===== src/rtl/periph_spi_pkg.sv =====
`default_nettype none
// +--------------------------------------------------------------------+
// | periph_spi_pkg : shared FSM state and latched-config types  Rev 1.0|
// +--------------------------------------------------------------------+
package periph_spi_pkg;

  typedef enum logic [1:0] {
    IDLE  = 2'd0,
    LEAD  = 2'd1,
    XFER  = 2'd2,
    TRAIL = 2'd3
  } spi_state_t;

  typedef struct packed {
    logic cpol;
    logic cpha;
    logic lsb_first;
    logic cs_hold;
  } spi_cfg_t;

endpackage
`default_nettype wire


===== src/rtl/periph_spi_master_if.sv =====
`default_nettype none
// +--------------------------------------------------------------------+
// | periph_spi_master_if : CPU-side request bus and SPI pins   Rev 1.0 |
// +--------------------------------------------------------------------+
interface periph_spi_master_if #(
  parameter int DATA_W = 8,
  parameter int NUM_CS = 1,
  parameter int DIV_W  = 8
);
  localparam int SEL_W = $clog2(NUM_CS) + 1;

  logic              start_in;
  logic [DATA_W-1:0] tx_data_in;
  logic [SEL_W-1:0]  cs_sel_in;
  logic [DIV_W-1:0]  div_in;
  logic              cpol_in;
  logic              cpha_in;
  logic              lsb_first_in;
  logic              cs_hold_in;
  logic              cs_release_in;
  logic              busy_out;
  logic              done_out;
  logic [DATA_W-1:0] rx_data_out;
  logic              sclk_out;
  logic              mosi_out;
  logic              miso_in;
  logic [NUM_CS-1:0] cs_out;

  modport master (
    output start_in, tx_data_in, cs_sel_in, div_in, cpol_in, cpha_in,
           lsb_first_in, cs_hold_in, cs_release_in, miso_in,
    input  busy_out, done_out, rx_data_out, sclk_out, mosi_out, cs_out
  );

  modport slave (
    input  start_in, tx_data_in, cs_sel_in, div_in, cpol_in, cpha_in,
           lsb_first_in, cs_hold_in, cs_release_in, miso_in,
    output busy_out, done_out, rx_data_out, sclk_out, mosi_out, cs_out
  );

endinterface
`default_nettype wire


===== src/rtl/periph_spi_clkdiv.sv =====
`default_nettype none
// +--------------------------------------------------------------------+
// | periph_spi_clkdiv : tick every div_in+1 cycles, restartable Rev 1.0|
// +--------------------------------------------------------------------+
module periph_spi_clkdiv #(
  parameter int DIV_W = 8
) (
  input  logic             clk_in,
  input  logic             reset_in,
  input  logic             restart_in,
  input  logic [DIV_W-1:0] div_in,
  output logic             tick_out
);

  logic [DIV_W-1:0] cnt_q, cnt_d;

  // Counter never passes div_in, so an all-ones divider cannot wrap early.
  always_comb begin
    tick_out = !restart_in && (cnt_q == div_in);
    cnt_d    = (restart_in || tick_out) ? '0 : cnt_q + DIV_W'(1);
  end

  always_ff @(posedge clk_in) begin
    if (reset_in) cnt_q <= '0;
    else          cnt_q <= cnt_d;
  end

endmodule
`default_nettype wire


===== src/rtl/periph_spi_master.sv =====
`default_nettype none
// +--------------------------------------------------------------------+
// | periph_spi_master : 4-mode SPI master with multi-CS and CS hold    |
// | Rev 1.0                                                            |
// +--------------------------------------------------------------------+
module periph_spi_master
  import periph_spi_pkg::*;
#(
  parameter int DATA_W = 8,
  parameter int NUM_CS = 1,
  parameter int DIV_W  = 8
) (
  input  logic               clk_in,
  input  logic               reset_in,
  periph_spi_master_if.slave bus
);

  localparam int SEL_W = $clog2(NUM_CS) + 1;
  localparam int CNT_W = $clog2(DATA_W + 1);
  localparam logic [CNT_W-1:0] LAST_CNT_CPHA0 = CNT_W'(DATA_W);
  localparam logic [CNT_W-1:0] LAST_CNT_CPHA1 = CNT_W'(DATA_W - 1);

  spi_state_t        state_q, state_d;
  spi_cfg_t          cfg_q, cfg_d;
  logic [DIV_W-1:0]  div_q, div_d;
  logic [DATA_W-1:0] tx_q, tx_d, rx_sh_q, rx_sh_d, rx_q, rx_d;
  logic [CNT_W-1:0]  bit_cnt_q, bit_cnt_d;
  logic              phase_q, phase_d, sclk_q, sclk_d;
  logic              mosi_q, mosi_d, done_q, done_d;
  logic [NUM_CS-1:0] cs_q, cs_d, cs_sel_dec;
  logic              tick, accept, sample_edge, drive_edge, last_edge;
  logic              tx_first, tx_in_first;
  logic [DATA_W-1:0] tx_shift, tx_in_shift;

  periph_spi_clkdiv #(.DIV_W(DIV_W)) u_clkdiv (
    .clk_in     (clk_in),
    .reset_in   (reset_in),
    .restart_in (accept),
    .div_in     (div_q),
    .tick_out   (tick)
  );

  assign accept      = (state_q == IDLE) && bus.start_in;
  assign tx_first    = cfg_q.lsb_first ? tx_q[0] : tx_q[DATA_W-1];
  assign tx_shift    = cfg_q.lsb_first ? (tx_q >> 1) : (tx_q << 1);
  assign tx_in_first = bus.lsb_first_in ? bus.tx_data_in[0] : bus.tx_data_in[DATA_W-1];
  assign tx_in_shift = bus.lsb_first_in ? (bus.tx_data_in >> 1) : (bus.tx_data_in << 1);

  // phase_q=0 marks an odd edge; cpha selects which parity samples.
  assign sample_edge = (phase_q == cfg_q.cpha);
  assign last_edge   = phase_q &&
                       (bit_cnt_q == (cfg_q.cpha ? LAST_CNT_CPHA1 : LAST_CNT_CPHA0));
  assign drive_edge  = !sample_edge && !last_edge;

  always_comb begin
    cs_sel_dec = '1;
    for (int i = 0; i < NUM_CS; i++) begin
      cs_sel_dec[i] = (bus.cs_sel_in != SEL_W'(i));
    end
  end

  always_comb begin
    state_d   = state_q;
    cfg_d     = cfg_q;
    div_d     = div_q;
    tx_d      = tx_q;
    rx_sh_d   = rx_sh_q;
    rx_d      = rx_q;
    bit_cnt_d = bit_cnt_q;
    phase_d   = phase_q;
    sclk_d    = sclk_q;
    mosi_d    = mosi_q;
    cs_d      = cs_q;
    done_d    = 1'b0;
    case (state_q)
      IDLE: begin
        if (accept) begin
          cfg_d     = '{cpol: bus.cpol_in, cpha: bus.cpha_in,
                        lsb_first: bus.lsb_first_in, cs_hold: bus.cs_hold_in};
          div_d     = bus.div_in;
          tx_d      = bus.tx_data_in;
          sclk_d    = bus.cpol_in;
          bit_cnt_d = '0;
          phase_d   = 1'b0;
          cs_d      = cs_sel_dec;
          state_d   = LEAD;
          if (!bus.cpha_in) begin
            mosi_d = tx_in_first;
            tx_d   = tx_in_shift;
          end
        end else if (bus.cs_release_in) begin
          cs_d = '1;
        end
      end
      LEAD: begin
        if (tick) state_d = XFER;
      end
      XFER: begin
        if (tick) begin
          sclk_d  = !sclk_q;
          phase_d = !phase_q;
          if (sample_edge) begin
            rx_sh_d   = cfg_q.lsb_first ? {bus.miso_in, rx_sh_q[DATA_W-1:1]}
                                        : {rx_sh_q[DATA_W-2:0], bus.miso_in};
            bit_cnt_d = bit_cnt_q + CNT_W'(1);
          end
          if (drive_edge) begin
            mosi_d = tx_first;
            tx_d   = tx_shift;
          end
          if (last_edge) state_d = TRAIL;
        end
      end
      TRAIL: begin
        if (tick) begin
          state_d = IDLE;
          done_d  = 1'b1;
          rx_d    = rx_sh_q;
          if (!cfg_q.cs_hold) cs_d = '1;
        end
      end
      default: state_d = IDLE;
    endcase
  end

  always_ff @(posedge clk_in) begin
    if (reset_in) begin
      state_q   <= IDLE;
      cfg_q     <= '0;
      div_q     <= '0;
      tx_q      <= '0;
      rx_sh_q   <= '0;
      rx_q      <= '0;
      bit_cnt_q <= '0;
      phase_q   <= 1'b0;
      sclk_q    <= 1'b0;
      mosi_q    <= 1'b0;
      cs_q      <= '1;
      done_q    <= 1'b0;
    end else begin
      state_q   <= state_d;
      cfg_q     <= cfg_d;
      div_q     <= div_d;
      tx_q      <= tx_d;
      rx_sh_q   <= rx_sh_d;
      rx_q      <= rx_d;
      bit_cnt_q <= bit_cnt_d;
      phase_q   <= phase_d;
      sclk_q    <= sclk_d;
      mosi_q    <= mosi_d;
      cs_q      <= cs_d;
      done_q    <= done_d;
    end
  end

  assign bus.busy_out    = (state_q != IDLE);
  assign bus.done_out    = done_q;
  assign bus.rx_data_out = rx_q;
  assign bus.sclk_out    = sclk_q;
  assign bus.mosi_out    = mosi_q;
  assign bus.cs_out      = cs_q;

endmodule
`default_nettype wire

===== src/flat_wrapper.sv =====
// flat-port wrapper written by rule: the top's interface ports become plain ports
module periph_spi_master_flat import periph_spi_pkg::*;
#(
  parameter int DATA_W = 8,
  parameter int NUM_CS = 1,
  parameter int DIV_W  = 8
)
  (clk_in, reset_in, bus_start_in, bus_tx_data_in, bus_cs_sel_in, bus_div_in, bus_cpol_in, bus_cpha_in, bus_lsb_first_in, bus_cs_hold_in, bus_cs_release_in, bus_miso_in, bus_busy_out, bus_done_out, bus_rx_data_out, bus_sclk_out, bus_mosi_out, bus_cs_out);
  periph_spi_master_if #(.DATA_W(DATA_W), .NUM_CS(NUM_CS), .DIV_W(DIV_W)) bus_i ();
  input  logic clk_in;
  input  logic reset_in;
  input wire logic [$bits(bus_i.start_in)-1:0] bus_start_in;
  input wire logic [$bits(bus_i.tx_data_in)-1:0] bus_tx_data_in;
  input wire logic [$bits(bus_i.cs_sel_in)-1:0] bus_cs_sel_in;
  input wire logic [$bits(bus_i.div_in)-1:0] bus_div_in;
  input wire logic [$bits(bus_i.cpol_in)-1:0] bus_cpol_in;
  input wire logic [$bits(bus_i.cpha_in)-1:0] bus_cpha_in;
  input wire logic [$bits(bus_i.lsb_first_in)-1:0] bus_lsb_first_in;
  input wire logic [$bits(bus_i.cs_hold_in)-1:0] bus_cs_hold_in;
  input wire logic [$bits(bus_i.cs_release_in)-1:0] bus_cs_release_in;
  input wire logic [$bits(bus_i.miso_in)-1:0] bus_miso_in;
  output wire logic [$bits(bus_i.busy_out)-1:0] bus_busy_out;
  output wire logic [$bits(bus_i.done_out)-1:0] bus_done_out;
  output wire logic [$bits(bus_i.rx_data_out)-1:0] bus_rx_data_out;
  output wire logic [$bits(bus_i.sclk_out)-1:0] bus_sclk_out;
  output wire logic [$bits(bus_i.mosi_out)-1:0] bus_mosi_out;
  output wire logic [$bits(bus_i.cs_out)-1:0] bus_cs_out;
  assign bus_i.start_in = bus_start_in;
  assign bus_i.tx_data_in = bus_tx_data_in;
  assign bus_i.cs_sel_in = bus_cs_sel_in;
  assign bus_i.div_in = bus_div_in;
  assign bus_i.cpol_in = bus_cpol_in;
  assign bus_i.cpha_in = bus_cpha_in;
  assign bus_i.lsb_first_in = bus_lsb_first_in;
  assign bus_i.cs_hold_in = bus_cs_hold_in;
  assign bus_i.cs_release_in = bus_cs_release_in;
  assign bus_i.miso_in = bus_miso_in;
  assign bus_busy_out = bus_i.busy_out;
  assign bus_done_out = bus_i.done_out;
  assign bus_rx_data_out = bus_i.rx_data_out;
  assign bus_sclk_out = bus_i.sclk_out;
  assign bus_mosi_out = bus_i.mosi_out;
  assign bus_cs_out = bus_i.cs_out;
  periph_spi_master #(.DATA_W(DATA_W), .NUM_CS(NUM_CS), .DIV_W(DIV_W)) u_core (.clk_in(clk_in), .reset_in(reset_in), .bus(bus_i));
endmodule

===== config.mk =====
export PLATFORM = sky130hd
export DESIGN_NAME = periph_spi_master_flat
export DESIGN_NICKNAME = d
export VERILOG_FILES = /design/src/rtl/periph_spi_pkg.sv /design/src/rtl/periph_spi_master_if.sv /design/src/rtl/periph_spi_clkdiv.sv /design/src/rtl/periph_spi_master.sv /design/src/flat_wrapper.sv
export SDC_FILE = /design/constraint.sdc
export NUM_CORES = 1
export LEC_CHECK = 0
export BUFFER_PORTS_ARGS = -buffer_cell sky130_fd_sc_hd__buf_2
export CAP_MARGIN = 20
export CORE_UTILIZATION = 62
export CTS_CLUSTER_DIAMETER = 30
export DETAILED_ROUTE_END_ITERATION = 7
export GPL_TIMING_DRIVEN = 0
export PLACE_DENSITY = 0.93
export SETUP_SLACK_MARGIN = 0.1
export SYNTH_ARGS = -nofsm -noshare
export SYNTH_HDL_FRONTEND = slang
export SYNTH_SLANG_ARGS = --single-unit

===== constraint.sdc =====
create_clock -name clk_in -period 3.2 [get_ports clk_in]
set_clock_uncertainty 0.05 [all_clocks]
set_input_delay 0.48 -clock clk_in [delete_from_list [all_inputs] [get_ports clk_in]]
set_output_delay 0.48 -clock clk_in [all_outputs]
set_load 0.01 [all_outputs]

# == Yosys cells after proc, flatten, opt, wreduce, memory -nomap -nowiden ==
# Cells that the tools add are included.
# classes
n_addsub,2
eq_ne,16
mux,38
n_bitwise,1
reduce_logical,25
# ops
cell,count
$mux 8,7
$mux 4,4
$pmux 8 s2,1
$mux 1,15
$ne 2x1->1 const B,6
$reduce_and 4->1,3
$mux 2,5
$reduce_and 5->1,2
$add 8x1->8 const B,1
$eq 8x8->1,1
$pmux 1 s2,4
$pmux 2 s4,1
$pmux 4 s2,1
$ne 2x2->1 const B,3
$reduce_and 3->1,2
$reduce_bool 2->1,3
$logic_not 1->1,5
$add 4x1->4 const B,1
$eq 2x2->1 const B,2
$eq 4x4->1,1
$logic_and 1x1->1,4
$reduce_and 2->1,2
$reduce_or 2->1,2
$ne 3x3->1 const B,1
other kinds (5),5
# word_totals
regBits,54
in_bits,26
out_inout_bits,13
elab_cells,97

# == Longest topological paths before layout ==
# depth
depth_word,8
mapped_depth,8
depth_no_buf,7

# == By module ==
# A second synthesis with hierarchy kept.
# unflattened
hier_cells,333
area_unflattened_um2,2956.6
# by_module_without_submodules
mod,n_inst,cells_per_inst,area_each_um2,seq_area_each_um2
periph_spi_master,1,286,2477.4,920.9
periph_spi_clkdiv,1,47,479.2,160.2

# == Worst setup path before layout ==
# Ideal clock, no wire load.
# synth_path
path_kind,register to register
from,reg u_core.state_q[0]
to,"reg u_core.rx_q[0], in the netlist u_core.bus.rx_data_out[0]"
setup_ns,0.128
arrival_ns,1.779
required_ns,3.022
slack_ns,1.243
stages_incl_launch_ff,8
path_buffers,0
synth_period_minus_slack_ns,1.957
path_cell_list,dfxtp_1 inv_1 ha_1 nand2_1 nand3_1 nor4_4 mux2i_1 nor2_1
# synth_via
elab_chain_cells,5
word_cells_on_any_way,6
classes_between,eq/ne: 1; reduce/logical: 5
# synth_lines
item,line,rtl
from (decl),periph_spi_master.sv:23,"spi_state_t state_q, state_d;"
from (signal assigned),periph_spi_master.sv:141,state_q <= state_d;
$logic_not 2->1,periph_spi_master.sv:43,assign accept = (state_q == IDLE) && bus.start_in;
$logic_and 1x1->1,periph_spi_master.sv:43,
$logic_not 1->1,periph_spi_clkdiv.sv:19,tick_out = !restart_in && (cnt_q == div_in);
$logic_and 1x1->1,periph_spi_clkdiv.sv:19,
$reduce_and 2->1 (no line) (*),-,
to (signal assigned),periph_spi_master.sv:146,rx_q <= rx_d;
to (decl),periph_spi_master.sv:26,"logic [DATA_W-1:0] tx_q, tx_d, rx_sh_q, rx_sh_d, rx_q, rx_d;"
# Mark *: on every way between the ends. The rest lies on a longest branch, timed or not.
# A chain may end at the register's enable or synchronous reset.

# == Worst setup path in the final report ==
# layout_path
from,reg u_core.state_q[0]
to,reg u_core.rx_sh_q[6]
# layout_via
elab_chain_cells,5
word_cells_on_any_way,6
classes_between,eq/ne: 1; reduce/logical: 5
# layout_lines
item,line,rtl
$logic_not 2->1,periph_spi_master.sv:43,
$logic_and 1x1->1,periph_spi_master.sv:43,
$logic_not 1->1,periph_spi_clkdiv.sv:19,
$logic_and 1x1->1,periph_spi_clkdiv.sv:19,
$reduce_and 3->1 (no line) (*),-,
to (signal assigned),periph_spi_master.sv:145,rx_sh_q <= rx_sh_d;
to (decl),periph_spi_master.sv:26,
# Marked as above.

==> impl_metrics.ini <==
[outcome]
status = finished, final reports clean

[timing]
rsz0062_at_grt = false
slew_violations = 0
setup_viol = 0
hold_slack_ns = 0.342
relSlewSlack_pct = 50.8
layout_min_cycle_time_ns = 2.47
hold_violations = 0
tns_ns = 0
finalCritPeriodShare_pct = 77.0
max_freq_mhz = 406
worst_pin_slew_ns = 0.733

[route]
ant_nets = 0
initialDrtViolationCount = 187
drc_errors = 0
post_drt_wl_per_cell_um = 15.0
finalWirelength_um = 6410
vias = 2538
dr.pass1.iters = 4
via_per_inst = 5.96

[logic_synthesis]
avgSynthCellArea_um2 = 8.77
synth-simple-area-share_pct = 22.0
synth_top_family_by_area = simple AND/OR/NAND/NOR gates
netlist-cell-type-count = 49
synth.most_common_cell = dfxtp_1
synth_common_cells = dfxtp_1 (54), nand2_1 (53), mux2i_1 (41), nor2_1 (31), a21oi_1 (18)
synthesis.nets = 364
synth-compound-area-share_pct = 14.2
synthArstFlopShare_pct = 0
synthTopCellsByArea = dfxtp_1 (37%), mux2i_1 (14%), nand2_1 (6.9%), nor2_1 (4.0%), a21oi_1 (3.1%)
ys_seq_area_share_pct = 37.3
synth-xor-area-share_pct = 5.56
synthesis.area_um2 = 2900
ys_warn_count = 0
synthAdderAreaFrac_pct = 3.02
synth_largest_area_cell = dfxtp_1
muxShareOfSynthArea_pct = 14.1
synthDominantCellAreaShare_pct = 37.3
synth_ff_type = dfxtp_1
syn-instance-count = 331
synth_edf_count = 0
synth_seq_cells = 54

[power_and_ir_drop]
leakage_nw = 1.24
p_per_area_nw_per_um2 = 657
p_int_mw = 1.31
p_sw_mw = 0.830
pwr-share-clk_pct = 22.3
ir_drop_uv = 471
pwr-share-seq_pct = 40.6
pwr-share-comb_pct = 37.2
power.share.switching_pct = 38.7

[critical_path]
slowest_stage = nor4_4
crit_buf_inv = 2
slowest_delay_ns = 0.47
crit_arrival_ns = 2.66
path_class = register to register
crit_family = simple AND/OR/NAND/NOR gates
start_kind = register
critPathMaxFanout = 10
crit_required_ns = 3.39
end_kind = register
critical_path.cell_chain = inv_1 > ha_1 > nand2_1 > nand4_1 > nor4_4 > buf_4 > nor2_1 > a211oi_2

[cts]
postCtsHoldBufs = 0
cts_resized = 0
cts_buffers = 5
worstSkewPairLatency_ns = 0.31
htree_levels = 2
cts_tree = done
clk_pin_slew_ns = 0.10
cts_setup_buffers = 0
clockBufferDepth = 2
cts_sinks = 54
clock-root-buffer = clkbuf_8

[finish]
layout-drive-gt1-share_pct = 15.2
seqCellArea_um2 = 1080
n_antenna_cell = 0
area_growth_syn_to_layout_pct = 12.3
final_nets = 406
fillers = 301
multi_input_area_um2 = 1710

[floorplan]
io-pin-count = 39
initial_utilization_pct = 65.7
die_x_um = 70.4
std_cell_rows = 24
die_area_um2 = 4960
die-height_um = 70.4
core_area_um2 = 4410

[hold_path]
min_path_type = input port to register

[placed_design]
io_buffers = 35
dp_hpwl_um = 4660
routabilityCongestion = 0.947

[job]
drv_cap = 0

[grt]
grt_pass1_wl_um = 11000
grtUsageTotal_pct = 27.8
grt_max_degree = 19
grt_overflow_total = 0
grt_pass1_vias = 2389
antenna_found_initial = 0
area by class of cell:
| cell class | instances | area share [%] |
|---|---|---|
| Multi-Input combinational cell | 249 | 52.5 |
| Sequential cell | 54 | 33.2 |
| Timing Repair Buffer | 35 | 5.38 |
| Buffer | 19 | 2.34 |
| Clock buffer | 5 | 2.11 |
| Tap cell | 52 | 2.00 |
| Clock inverter | 3 | 1.46 |
| Inverter | 9 | 1.04 |
power by group through the flow:
stage / Clock (mW) / Combinational [mW] / Sequential [mW]
2_1_floorplan: 0 / 0.605 / 0.863
3_5_place_dp: 0 / 0.775 / 0.883
5_1_grt: 0.511 / 0.864 / 0.884
3_3_place_gp: 0 / 0.749 / 0.876
4_1_cts: 0.481 / 0.787 / 0.868
6_report: 0.477 / 0.796 / 0.869
through the flow:
stage | setup slack (ns) | power (mW) | util (%) | std cells | cell area, um^2
global placement | 0.849 | 1.62 | 71.2 | 418 | 3140
global route | 0.566 | 2.26 | 73.8 | 426 | 3260
detailed placement | 0.787 | 1.66 | 71.2 | 418 | 3140
finish | 0.735 | 2.14 | 73.8 | 426 | 3260
CTS | 0.738 | 2.14 | 73.8 | 426 | 3260
floorplan | 1.24 | 1.47 | - | 331 | 2900
flip-flops by register name, summed over array words and instances, names as in the netlist:
name and count:
u_core.bus.rx_data_out 8, u_core.div_q 8, u_core.rx_sh_q 8, u_core.tx_q 8
u_core.u_clkdiv.cnt_q 8, u_core.bit_cnt_q 4, u_core.cfg_q 3, u_core.state_q 2
u_core.bus.cs_out 1, u_core.bus.done_out 1, u_core.bus.mosi_out 1, u_core.bus.sclk_out 1
u_core.phase_q 1
cells in the final DEF, fill, tap and decap left out, types with 2 or more instances in the layout:
master    synthesis  routed
a211oi_1          8       8
a211oi_2          2       2
a21oi_1          18      18
a221o_1           2       2
and3_1            3       3
buf_2             1      36
clkbuf_1         17      17
clkbuf_8          0       5
dfxtp_1          54      54
ha_1              7       7
inv_1             9       9
inv_6             0       2
mux2i_1          41      41
nand2_1          53      53
nand2b_1          3       3
nand3_1          17      17
nand3b_1          2       2
nor2_1           31      31
nor3_1            6       6
nor4_4            2       2
o211ai_1          7       7
o21ai_0           4       4
o32ai_1           2       2
or3_1             3       3
xnor2_1           6       6
xnor2_2           4       4
xor2_1            5       5
worst paths after layout:
kind              cells past startpoint                 to               from  slack (ns)
hold reg to reg                       2     u_core.tx_q[1]     u_core.tx_q[1]        0.43
setup reg to reg                      8  u_core.rx_sh_q[6]  u_core.state_q[0]        0.73
setup / recovery                      8  u_core.rx_sh_q[6]  u_core.state_q[0]        0.73
hold / removal                        3    u_core.div_q[3]      bus_div_in[3]        0.34
routing by layer:
| layer | vias up | global-route usage, % | share of wire (%) |
|---|---|---|---|
| met4 | 0 | 8.89 | 1.5 |
| met5 | - | 0 | 0 |
| met2 | 67 | 45.9 | 48 |
| met1 | 1204 | 36.8 | 46 |
| met3 | 11 | 4.62 | 4.5 |
| li1 | 1256 | - | - |
tightest hold or removal path, stage by stage:
cell and delay, ns:
buf_2 0.09, nand2_1 0.05, a21oi_1 0.05
cells by family after synthesis:
logic type / count (synthesis)
adders and majority gates: 7
buffers and inverters: 28
xor gates and xnor gates: 15
DFF: 54
muxes: 41
and+or+nand+nor: 130
AOI/OAI and AO/OA: 56
Power figures use the tool's default switching activity.
